### config.mk
export PLATFORM = sky130hd
export DESIGN_NAME = vpu_dst_port_packer
export DESIGN_NICKNAME = d
export VERILOG_FILES = /design/src/rtl/vpu_dst_port_packer.sv
export SDC_FILE = /design/constraint.sdc
export NUM_CORES = 1
export LEC_CHECK = 0
export CELL_PAD_IN_SITES_DETAIL_PLACEMENT = 2
export CELL_PAD_IN_SITES_GLOBAL_PLACEMENT = 2
export CORE_MARGIN = 1.5
export CORE_UTILIZATION = 24
export CTS_BUF_LIST = sky130_fd_sc_hd__clkbuf_16
export DETAILED_ROUTE_END_ITERATION = 8
export PLACE_DENSITY_LB_ADDON = 0.05
export SETUP_SLACK_MARGIN = 0.15
export SYNTH_ARGS = -nofsm -noshare
export SYNTH_HDL_FRONTEND = slang
export SYNTH_SLANG_ARGS = --single-unit
### constraint.sdc
create_clock -name clk -period 1.5 [get_ports clk]
set_input_delay 0.15 -clock clk [delete_from_list [all_inputs] [get_ports clk]]
set_output_delay 0.15 -clock clk [all_outputs]
set_load 0.05 [all_outputs]
### src/rtl/vpu_dst_port_packer.sv
// VPU destination write port: packs two lane result beats (lo, hi)
// into one SRAM word and writes it through a req/ready handshake.
module vpu_dst_port_packer #(
    parameter int SRAM_DATA_WIDTH = 256,
    parameter int EXEC_DATA_WIDTH = 128,
    parameter int ADDR_WIDTH      = 16,
    parameter int WORDS_PER_OP    = 1
) (
    input  logic                       clk,
    input  logic                       rst_n,
    input  logic                       start_i,
    input  logic [ADDR_WIDTH-1:0]      dst_addr_i,
    input  logic                       result_valid_i,
    input  logic [EXEC_DATA_WIDTH-1:0] result_data_i,
    output logic                       result_ready_o,
    output logic                       wreq_o,
    output logic [ADDR_WIDTH-1:0]      waddr_o,
    output logic [SRAM_DATA_WIDTH-1:0] wdata_o,
    input  logic                       wready_i,
    output logic                       busy_o,
    output logic                       done_o
);

    localparam int CW = $clog2(WORDS_PER_OP + 1);
    localparam logic [CW-1:0] LAST_WORD = CW'(WORDS_PER_OP - 1);

    typedef enum logic [1:0] {
        S_IDLE,
        S_COLLECT,
        S_WRITE,
        S_DONE
    } state_e;

    state_e                     state_q, state_d;
    logic [ADDR_WIDTH-1:0]      addr_q, addr_d;
    logic [ADDR_WIDTH-1:0]      waddr_q, waddr_d;
    logic [SRAM_DATA_WIDTH-1:0] wdata_q, wdata_d;
    logic [EXEC_DATA_WIDTH-1:0] lo_q, lo_d;
    logic [CW-1:0]              cnt_q, cnt_d;
    logic                       sel_q, sel_d;

    logic accept;
    logic wr_fire;

    assign accept  = (state_q == S_COLLECT) && result_valid_i;
    assign wr_fire = (state_q == S_WRITE) && wready_i;

    always_ff @(posedge clk) begin
        if (!rst_n) begin
            state_q <= S_IDLE;
            addr_q  <= '0;
            waddr_q <= '0;
            wdata_q <= '0;
            lo_q    <= '0;
            cnt_q   <= '0;
            sel_q   <= 1'b0;
        end else begin
            state_q <= state_d;
            addr_q  <= addr_d;
            waddr_q <= waddr_d;
            wdata_q <= wdata_d;
            lo_q    <= lo_d;
            cnt_q   <= cnt_d;
            sel_q   <= sel_d;
        end
    end

    always_comb begin
        state_d = state_q;
        unique case (state_q)
            S_IDLE:    if (start_i) state_d = S_COLLECT;
            S_COLLECT: if (accept && sel_q) state_d = S_WRITE;
            S_WRITE: begin
                if (wr_fire) begin
                    state_d = (cnt_q == LAST_WORD) ? S_DONE : S_COLLECT;
                end
            end
            S_DONE:    state_d = S_IDLE;
            default:   state_d = S_IDLE;
        endcase
    end

    // Write address/data are captured with the hi beat so they stay
    // stable through WRITE and hold their value afterwards.
    always_comb begin
        addr_d  = addr_q;
        waddr_d = waddr_q;
        wdata_d = wdata_q;
        lo_d    = lo_q;
        cnt_d   = cnt_q;
        sel_d   = sel_q;
        if ((state_q == S_IDLE) && start_i) begin
            addr_d = dst_addr_i;
            cnt_d  = '0;
            sel_d  = 1'b0;
        end
        if (accept) begin
            if (!sel_q) begin
                lo_d  = result_data_i;
                sel_d = 1'b1;
            end else begin
                waddr_d = addr_q;
                wdata_d = {result_data_i, lo_q};
                sel_d   = 1'b0;
            end
        end
        if (wr_fire) begin
            addr_d = addr_q + ADDR_WIDTH'(1);
            cnt_d  = cnt_q + CW'(1);
        end
    end

    always_comb begin
        result_ready_o = (state_q == S_COLLECT);
        wreq_o         = (state_q == S_WRITE);
        busy_o         = (state_q != S_IDLE);
        done_o         = (state_q == S_DONE);
        waddr_o        = waddr_q;
        wdata_o        = wdata_q;
    end

endmodule

### Yosys cells after proc, flatten, opt, wreduce, memory -nomap -nowiden

Index checks and enable logic that the tools add are counted.

* flip-flop bits (word level): 420
* input port bits: 149
* output and inout bits: 276
* word-level logic and storage cells: 38

* add/subtract/negate cells: 2
* equality and inequality tests: 6
* mux-type cells: 11
* bitwise gates (word level): 1
* reduce and logical (&&, ||, !) cells: 11

Operators with widths (number)
* $mux W16: 2
* $add A16 B1 Y16 const B: 1
* $mux W2: 4
* $pmux W2 S4: 1
* $reduce_bool A2 Y1: 3
* $eq A2 B2 Y1 const B: 2
* $logic_and A1 B1 Y1: 4
* $mux W1: 4
* $ne A2 B1 Y1 const B: 2
* $reduce_and A2 Y1: 2
* $reduce_and A3 Y1: 1
* $eq A2 B1 Y1 const B: 1
* $logic_not A2 Y1: 1
* $ne A2 B2 Y1 const B: 1
* $add A1 B1 Y1 const B: 1
* $not A1 Y1: 1

### Longest topological paths before layout

Gate-level depths: netlist of the first run.

* depth in word-level cells: 5
* gate-level depth with buffers: 7
* depth with buffers taken out: 5

### Worst setup path before layout of the first run

Ideal clock, no wire load.

* path type: reg-to-reg
* from: register state_q[1]
* to: register state_q[1]
* setup time: 0.070 ns
* data arrival time: 1.580 ns
* data required time: 1.430 ns
* setup slack: -0.150 ns
* stages on the path, launching flop included: 5
* buffers on the path: 1
* period minus slack after synthesis: 1.650 ns
* cell sequence: dfxtp_1 buf_6 nor2b_1 nand2_1 a21oi_1

* elaborated cells on any way between the ends: 12

RTL lines
* start: declaration: RTL line 34 `state_e state_q, state_d;`
* start signal: assignment: RTL line 58 `state_q <= state_d;`
* $eq A2 B2 Y1 *
* via wreq_o: RTL line 16 `output logic wreq_o,`
* $logic_and A1 B1 Y1: RTL line 46 `assign wr_fire = (state_q == S_WRITE) && wready_i;`
* $ne A2 B1 Y1 (no source line)
* $reduce_and A3 Y1 (no source line)

Mark *: on every way through the listed nets, which the timed path passes. The rest lies on a longest branch.
A chain may end at the register's enable or synchronous reset.

### Worst setup path in the final report of the first run

* from: register state_q[1]
* to: register lo_q[5]

* longest elaborated chain between the ends: 3

RTL lines
* $eq A2 B1 Y1: RTL line 45 `assign accept = (state_q == S_COLLECT) && result_valid_i;`
* $logic_and A1 B1 Y1: RTL line 45
* $reduce_and A2 Y1 (no source line)
* end signal: assignment: RTL line 62 `lo_q <= lo_d;`
* end: declaration: RTL line 38 `logic [EXEC_DATA_WIDTH-1:0] lo_q, lo_d;`

Every way passes these cells.

==> key figures, run 1 <==
Critical path
  – Kind of critical path: reg2reg
  – Arrival time of the worst setup path: 2.16 ns
  – CP max FO: 43
  – R2R Path End: lo_q[5]
  – Crit path launch type: flop
  – CP peak stage delay: 0.38 ns
  – R2R cell count: 6
  – Slowest CP cell: or2_4
  – Critical Path, Cell by Cell: buf_4 > nand3b_1 > or2_4 > buf_16 > nand2_1 > a21oi_1
  – Critical path capture point type: flop
  – RR Startpoint: state_q[1]
  – Worst R2R Setup Slack: -0.20 ns
  – Worst Path Required: 1.96 ns

Synthesis
  – Syn Inst Count: 1902
  – Distinct cell type count after synthesis: 50
  – Mapped cell area: 15000 um^2
  – Seq/Total Area, Yosys: 56.0%
  – Synth Net Count: 2052
  – Ys flop type: dfxtp_1
  – Share of synthesized flip-flops with an asynchronous set or reset: 0%
  – Mean post-synth cell area: 7.90 um^2
  – Flops & latches, synth: 420
  – Synth Warn #: 0
  – Post-synth EDFFs: 0

STA
  – Tmin final: 1.70 ns
  – Final setup TNS: -43.38 ns
  – PnR worst setup slack: -0.200 ns
  – Final period utilization: 113%
  – Pins Over Slew Limit: 0
  – Setup-failing EPs final: 408
  – RSZ-0062 raised after global routing: yes
  – Worst-margin pin slew: 0.273 ns
  – Worst Skew: 0.0121 ns
  – Fmax: 588 MHz
  – Hold Vio Cnt, Final: 0
  – Max_slew headroom: 81.6%

Global route
  – First-pass GRT wire length: 94.5 mm
  – Vias in the first global route: 16000
  – Met2 Use GR: 33.1%
  – Met3 Track Usage GR: 4.86%
  – Met1 GRT Util: 23.0%
  – Gr busiest metal: met2
  – Largest net degree at the start of global routing: 58
  – Tot GR Track Use: 19.0%
  – Initial antenna violation count: 2
  – GRT overflow: 0

Floorplan
  – Initial Util: 24.3%
  – Number of placed I/O pins: 425
  – Num rows: 91
  – Die Wd: 253 um
  – Core area: 61800 um^2
  – Die H: 253 um
  – DIE AREA: 64100 um^2

Power
  – Leakage: 8.98 nW
  – Post-route total power: 25.2 mW
  – Pwr dens: 1070 nW/um^2
  – Peak supply drop: 0.000714 V

Run status
  – Failing checks: setup timing
  – Status: complete, but fails checks

Hold path
  – Worst hold stages: 3
  – Hold_sp: dst_addr_i[4]
  – Endpoint of the worst hold path: addr_q[4]
  – Worst min-delay path class: in2reg

Finish
  – Layout cells sized above 1: 26.7%
  – Core Util, Final: 38.1%
  – Final net count: 2558
  – Syn-to-layout area delta: 56.7%
  – Ant diodes: 0

Detailed routing
  – Vias per Instance: 4.54
  – Via count: 14900
  – Residual DRC: 0
  – Number of DRC markers in iteration 0: 378
  – DR WL/cell: 19.7 um
  – DR pass1 iterations: 4
  – Routed Antenna Nets: 0
  – Final wirelength: 64.6 mm

Clock tree
  – CTS max path bufs: 3
  – CTS Hold Bufs: 0
  – CTS Root Cell: clkbuf_16
  – Num CTS Buffers: 51
  – CTS H-tree depth: 2
  – Clk slew on worst S/H paths: 0.06 ns
  – Total clock sinks: 420
  – Clock Latency Late Sink: 0.59 ns
  – TritonCTS clock tree: done

Place
  – Pre-CTS setup slack: -0.270 ns
  – # port buffers: 424
  – GPL Wtd Cong: 0.771
  – Hpwl dp: 44.0 mm

Flow run
  – Number of max-cap violations: 0
## how the worst max path moves through the flow
stage | from | to | slack [ns] | cells past startpoint
6_report | state_q[1] | lo_q[5] | -0.20 | 6
3_5_place_dp | result_valid_i | lo_q[70] | -0.27 | 7
2_1_floorplan | state_q[0] | wdata_o[241] | -0.01 | 7
3_3_place_gp | wready_i | addr_q[7] | -0.25 | 5
5_1_grt | state_q[1] | lo_q[5] | -0.29 | 6
4_1_cts | state_q[1] | busy_o | -0.16 | 3
## final cells by class
| type | instances | area, um^2 |
|---|---|---|
| Tap cell | 837 | 1050 |
| Clock inverter | 40 | 241 |
| Multi-Input combinational cell | 1332 | 6470 |
| Inverter | 4 | 22.5 |
| Fill cell | 6890 | 38300 |
| Sequential cell | 420 | 8420 |
| Timing Repair Buffer | 599 | 6070 |
| Clock buffer | 51 | 1280 |
## report_power, final
group	internal (mW)	switching (mW)	total (mW)
logic	0.997	1.15	2.15
clock network	6.61	4.91	11.5
registers	11.4	0.136	11.5
## critical path, delay by kind of cell, from the launching register on
kind,cells,cell delay [ns]
simple gates,3,0.76
buf+inv,2,0.37
flops,1,0.36
compound gates,1,0.08
## repair_timing
| action | CTS | global route |
|---|---|---|
| cloned | 7 | 14 |
| setup endpoints to repair | 449 | 479 |
| pin swaps | 42 | 18 |
| setup buffers | 25 | 3 |
| resized for setup | 131 | 86 |
## cells in the mapped netlist (2+ instances only)
library cell | count | area share [%]
nand2b_1 | 3 | 0.12
a31oi_1 | 2 | 0.083
mux2i_1 | 3 | 0.20
a2bb2oi_1 | 2 | 0.12
nand3_1 | 12 | 0.40
buf_6 | 12 | 0.90
or3_1 | 2 | 0.083
nor3_1 | 3 | 0.10
nand2_1 | 818 | 20
mux2_1 | 2 | 0.15
nor2b_1 | 2 | 0.083
a21oi_1 | 413 | 14
o21ai_0 | 6 | 0.20
nor4_1 | 6 | 0.25
buf_1 | 3 | 0.075
nand4b_1 | 2 | 0.12
inv_1 | 4 | 0.10
clkbuf_1 | 40 | 1.0
and3_1 | 2 | 0.083
buf_4 | 2 | 0.10
and2_1 | 3 | 0.12
o211ai_1 | 6 | 0.30
dfxtp_1 | 420 | 56
a311oi_1 | 3 | 0.17
nor2_1 | 7 | 0.17
buf_2 | 88 | 2.9
a21boi_0 | 3 | 0.15
nand4_1 | 7 | 0.29
nand3b_1 | 5 | 0.25
## cell usage in the layout (no fill, tap or decap), types with 3 or more instances in the layout
master,instances
nand2_1,777
dfxtp_1,413
o211ai_1,6
clkdlybuf4s50_1,148
a21boi_0,3
buf_4,349
a21oi_1,344
bufinv_16,3
nand3_1,11
a21oi_2,69
mux2i_1,3
buf_16,12
clkinv_1,17
nand2_2,17
a311oi_1,3
nand3b_1,5
nand2_4,24
o21ai_0,5
buf_8,6
dfxtp_2,5
nand4_1,7
buf_6,24
clkbuf_16,64
nor4_4,3
buf_12,46
inv_1,19
nand2b_1,3
nor2_1,6
## kinds of logic (layout without fill, tap and decap cells)
family	count (synthesis)	in the layout	synth area share, %
buffers and inverters	150	694	5.14
and+or+nand+nor	883	883	23.2
adders and majority gates	1	1	0.0833
DFF	420	420	56.0
muxes	6	6	0.425
AOI/OAI and AO/OA	442	442	15.2
## sequential cells by signal (all words and copies together), names as in the netlist
| signal | cells |
|---|---|
| addr_q | 16 |
| cnt_q | 1 |
| lo_q | 128 |
| sel_q | 1 |
| state_q | 2 |
| waddr_o | 16 |
| wdata_o | 256 |
## per-layer routing
layer / part of all wire, % / wire (um) / vias to the layer above
li1: - / - / 7219
met1: 43 / 27700 / 7308
met2: 49 / 31800 / 278
met3: 5.7 / 3710 / 80
met4: 2.1 / 1350 / 4
met5: 0.040 / 26 / -
## through the flow
step                cells  cell area [um^2]  hold WS, ns
floorplan            1902             15100        0.286
global placement     3143             20500        0.436
detailed placement   3143             20500        0.447
CTS                  3266             22900        0.105
global route         3283             23500        0.145
finish               3283             23500        0.144
No activity file was read; power rests on OpenSTA's default activity.
==> inputs of run 2 (changes only) <==
Settings changed: ABC_CLOCK_PERIOD_IN_PS set to 1500, CAP_MARGIN set to 10, SLEW_MARGIN set to 20.
==> results of run 2 <==
The final DEF is identical to that of run 1; final timing and power are the same.
==> inputs of run 3 (changes only) <==
Settings changed: ABC_CLOCK_PERIOD_IN_PS 1500 to unset, CTS_CLUSTER_SIZE set to 16.
==> run 3 against run 2 <==
Compared with the run above:
- the run still ends with setup timing left
- non-clock buffer count is the same
- routed wire length about the same
- clock power barely moved
- sequential share of layout area did not move
- worst setup slack got worse by 0.0017 ns
- fmax down 0.10%
- hold slack hardly changed
==> key figures, run 3 (synthesized netlist as in run 1, its figures left out) <==
Run status
  – Status: complete, but fails checks
  – Failing checks: setup timing

Hold path
  – Worst min-delay path class: in2reg
  – Worst hold stages: 3

Finish
  – Max reg flops: 256
  – Multi-input gate area: 6470 um^2
  – Fill cell count: 6890
  – Layout cells sized above 1: 26.7%
  – Ant diodes: 0
  – Most frequent cells in the layout: nand2_1, dfxtp_1, buf_4
  – Storage cell area: 8420 um^2
  – Layout Cells excl Fill: 3283
  – Final net count: 2558
  – Commonest non-fill, non-tap cell in the layout: nand2_1
  – Syn-to-layout area delta: 56.7%

Power
  – Peak supply drop: 0.000714 V
  – Post-route total power: 25.2 mW
  – Pwr dens: 1070 nW/um^2
  – Leakage: 8.98 nW

STA
  – Final period utilization: 113%
  – Setup-failing EPs final: 408
  – Tmin final: 1.70 ns
  – Fmax: 588 MHz
  – Hold_ws: 0.144 ns
  – Max_slew headroom: 81.6%
  – Hold Vio Cnt, Final: 0
  – Pins Over Slew Limit: 0
  – RSZ-0062 raised after global routing: yes
  – Worst-margin pin slew: 0.273 ns
  – PnR worst setup slack: -0.202 ns
  – Worst Skew: 0.0114 ns

Floorplan
  – Initial Util: 24.3%
  – DIE AREA: 64100 um^2
  – Num rows: 91
  – Die Wd: 253 um
  – Number of placed I/O pins: 425
  – Core area: 61800 um^2
  – Die H: 253 um

Global route
  – Largest net degree at the start of global routing: 58
  – Vias in the first global route: 16000
  – First-pass GRT wire length: 94.5 mm
  – GRT overflow: 0
  – Tot GR Track Use: 19.0%
  – Initial antenna violation count: 2

Flow run
  – Number of max-cap violations: 0

Place
  – GPL Wtd Cong: 0.771
  – Dpl cells: 3143
  – Hpwl dp: 44.0 mm
  – # port buffers: 424
  – Pre-CTS setup slack: -0.270 ns

Critical path
  – Worst Setup SP: state_q[1]
  – R2R cell count: 6
  – Critical Path End: lo_q[5]
  – R2R Path End: lo_q[5]
  – Kind of critical path: reg2reg
  – Crit path launch type: flop
  – Worst Path Required: 1.96 ns
  – RR Startpoint: state_q[1]
  – Worst R2R Setup Slack: -0.20 ns
  – Arrival time of the worst setup path: 2.16 ns
  – CP max FO: 43
  – Critical path capture point type: flop

Clock tree
  – CTS max path bufs: 3
  – Num CTS Buffers: 51
  – TritonCTS clock tree: done
  – CTS Hold Bufs: 0
  – Clk slew on worst S/H paths: 0.06 ns
  – Clock Latency Late Sink: 0.59 ns
  – CTS H-tree depth: 2
  – CTS Root Cell: clkbuf_16
  – Total clock sinks: 420

Detailed routing
  – Final wirelength: 64.6 mm
  – Routed Antenna Nets: 0
  – Via count: 14900
  – DR pass1 iterations: 4
  – Vias per Instance: 4.53
  – DR WL/cell: 19.7 um
  – Number of DRC markers in iteration 0: 367
  – Residual DRC: 0
-- run 3: cell counts in the layout (fill, tap and decap cells not counted) --
Identical to the previous run, type by type.
-- run 3: power by group --
| group | switching, mW | leakage, nW | total, mW | internal (mW) |
|---|---|---|---|---|
| combinational | 1.15 | 4.79 | 2.15 | 0.997 |
| sequential | 0.136 | 3.40 | 11.5 | 11.4 |
| clock | 4.91 | 0.799 | 11.5 | 6.61 |
| total | 6.20 | 8.98 | 25.2 | 19.0 |
-- run 3: area by class of cell --
type                    instances  share of cell area (%)
flip-flops and latches        420                    35.8
multi-input cells            1332                    27.5
clock buffers                  51                    5.42
well taps                     837                    4.45
inverters                       4                  0.0956
clock inverters                40                    1.03
repair buffers                599                    25.8
-- run 3: worst max-delay path, stage by stage, from the launching register on --
cell and delay (ns):
dfxtp_4 0.36, buf_4 0.15, nand3b_1 0.26, or2_4 0.38, buf_16 0.22, nand2_1 0.12, a21oi_1 0.08
-- run 3: what timing repair did --
action	4_1_cts	5_1_grt
resized for setup	131	86
endpoints found under the setup margin	449	479
gates cloned	7	14
pin swaps	42	18
buffers inserted	25	3
-- run 3: how the worst min path moves through the flow --
| stage | startpoint | to |
|---|---|---|
| floorplan | result_data_i[0] | lo_q[0] |
| global placement | lo_q[91] | wdata_o[91] |
| finish | dst_addr_i[4] | addr_q[4] |
| detailed placement | lo_q[34] | wdata_o[34] |
| CTS | dst_addr_i[4] | addr_q[4] |
| global route | result_data_i[53] | wdata_o[181] |
-- run 3: stage by stage --
| stage | setup TNS (ns) | cell area, um^2 | util [%] |
|---|---|---|---|
| 4_1_cts | -33.33 | 22900 | 37.0 |
| 5_1_grt | -77.35 | 23500 | 38.1 |
| 2_1_floorplan | -2.05 | 15100 | - |
| 6_report | -44.28 | 23500 | 38.1 |
| 3_3_place_gp | -48.40 | 20500 | 33.1 |
| 3_5_place_dp | -68.61 | 20500 | 33.1 |
-- run 3: per-layer routing --
layer / global-route usage (%) / vias to the layer above / wire length, um
li1: - / 7214 / -
met1: 23.0 / 7310 / 27800
met2: 33.1 / 273 / 31800
met3: 4.86 / 78 / 3690
met4: 5.32 / 4 / 1350
met5: 0 / - / 26
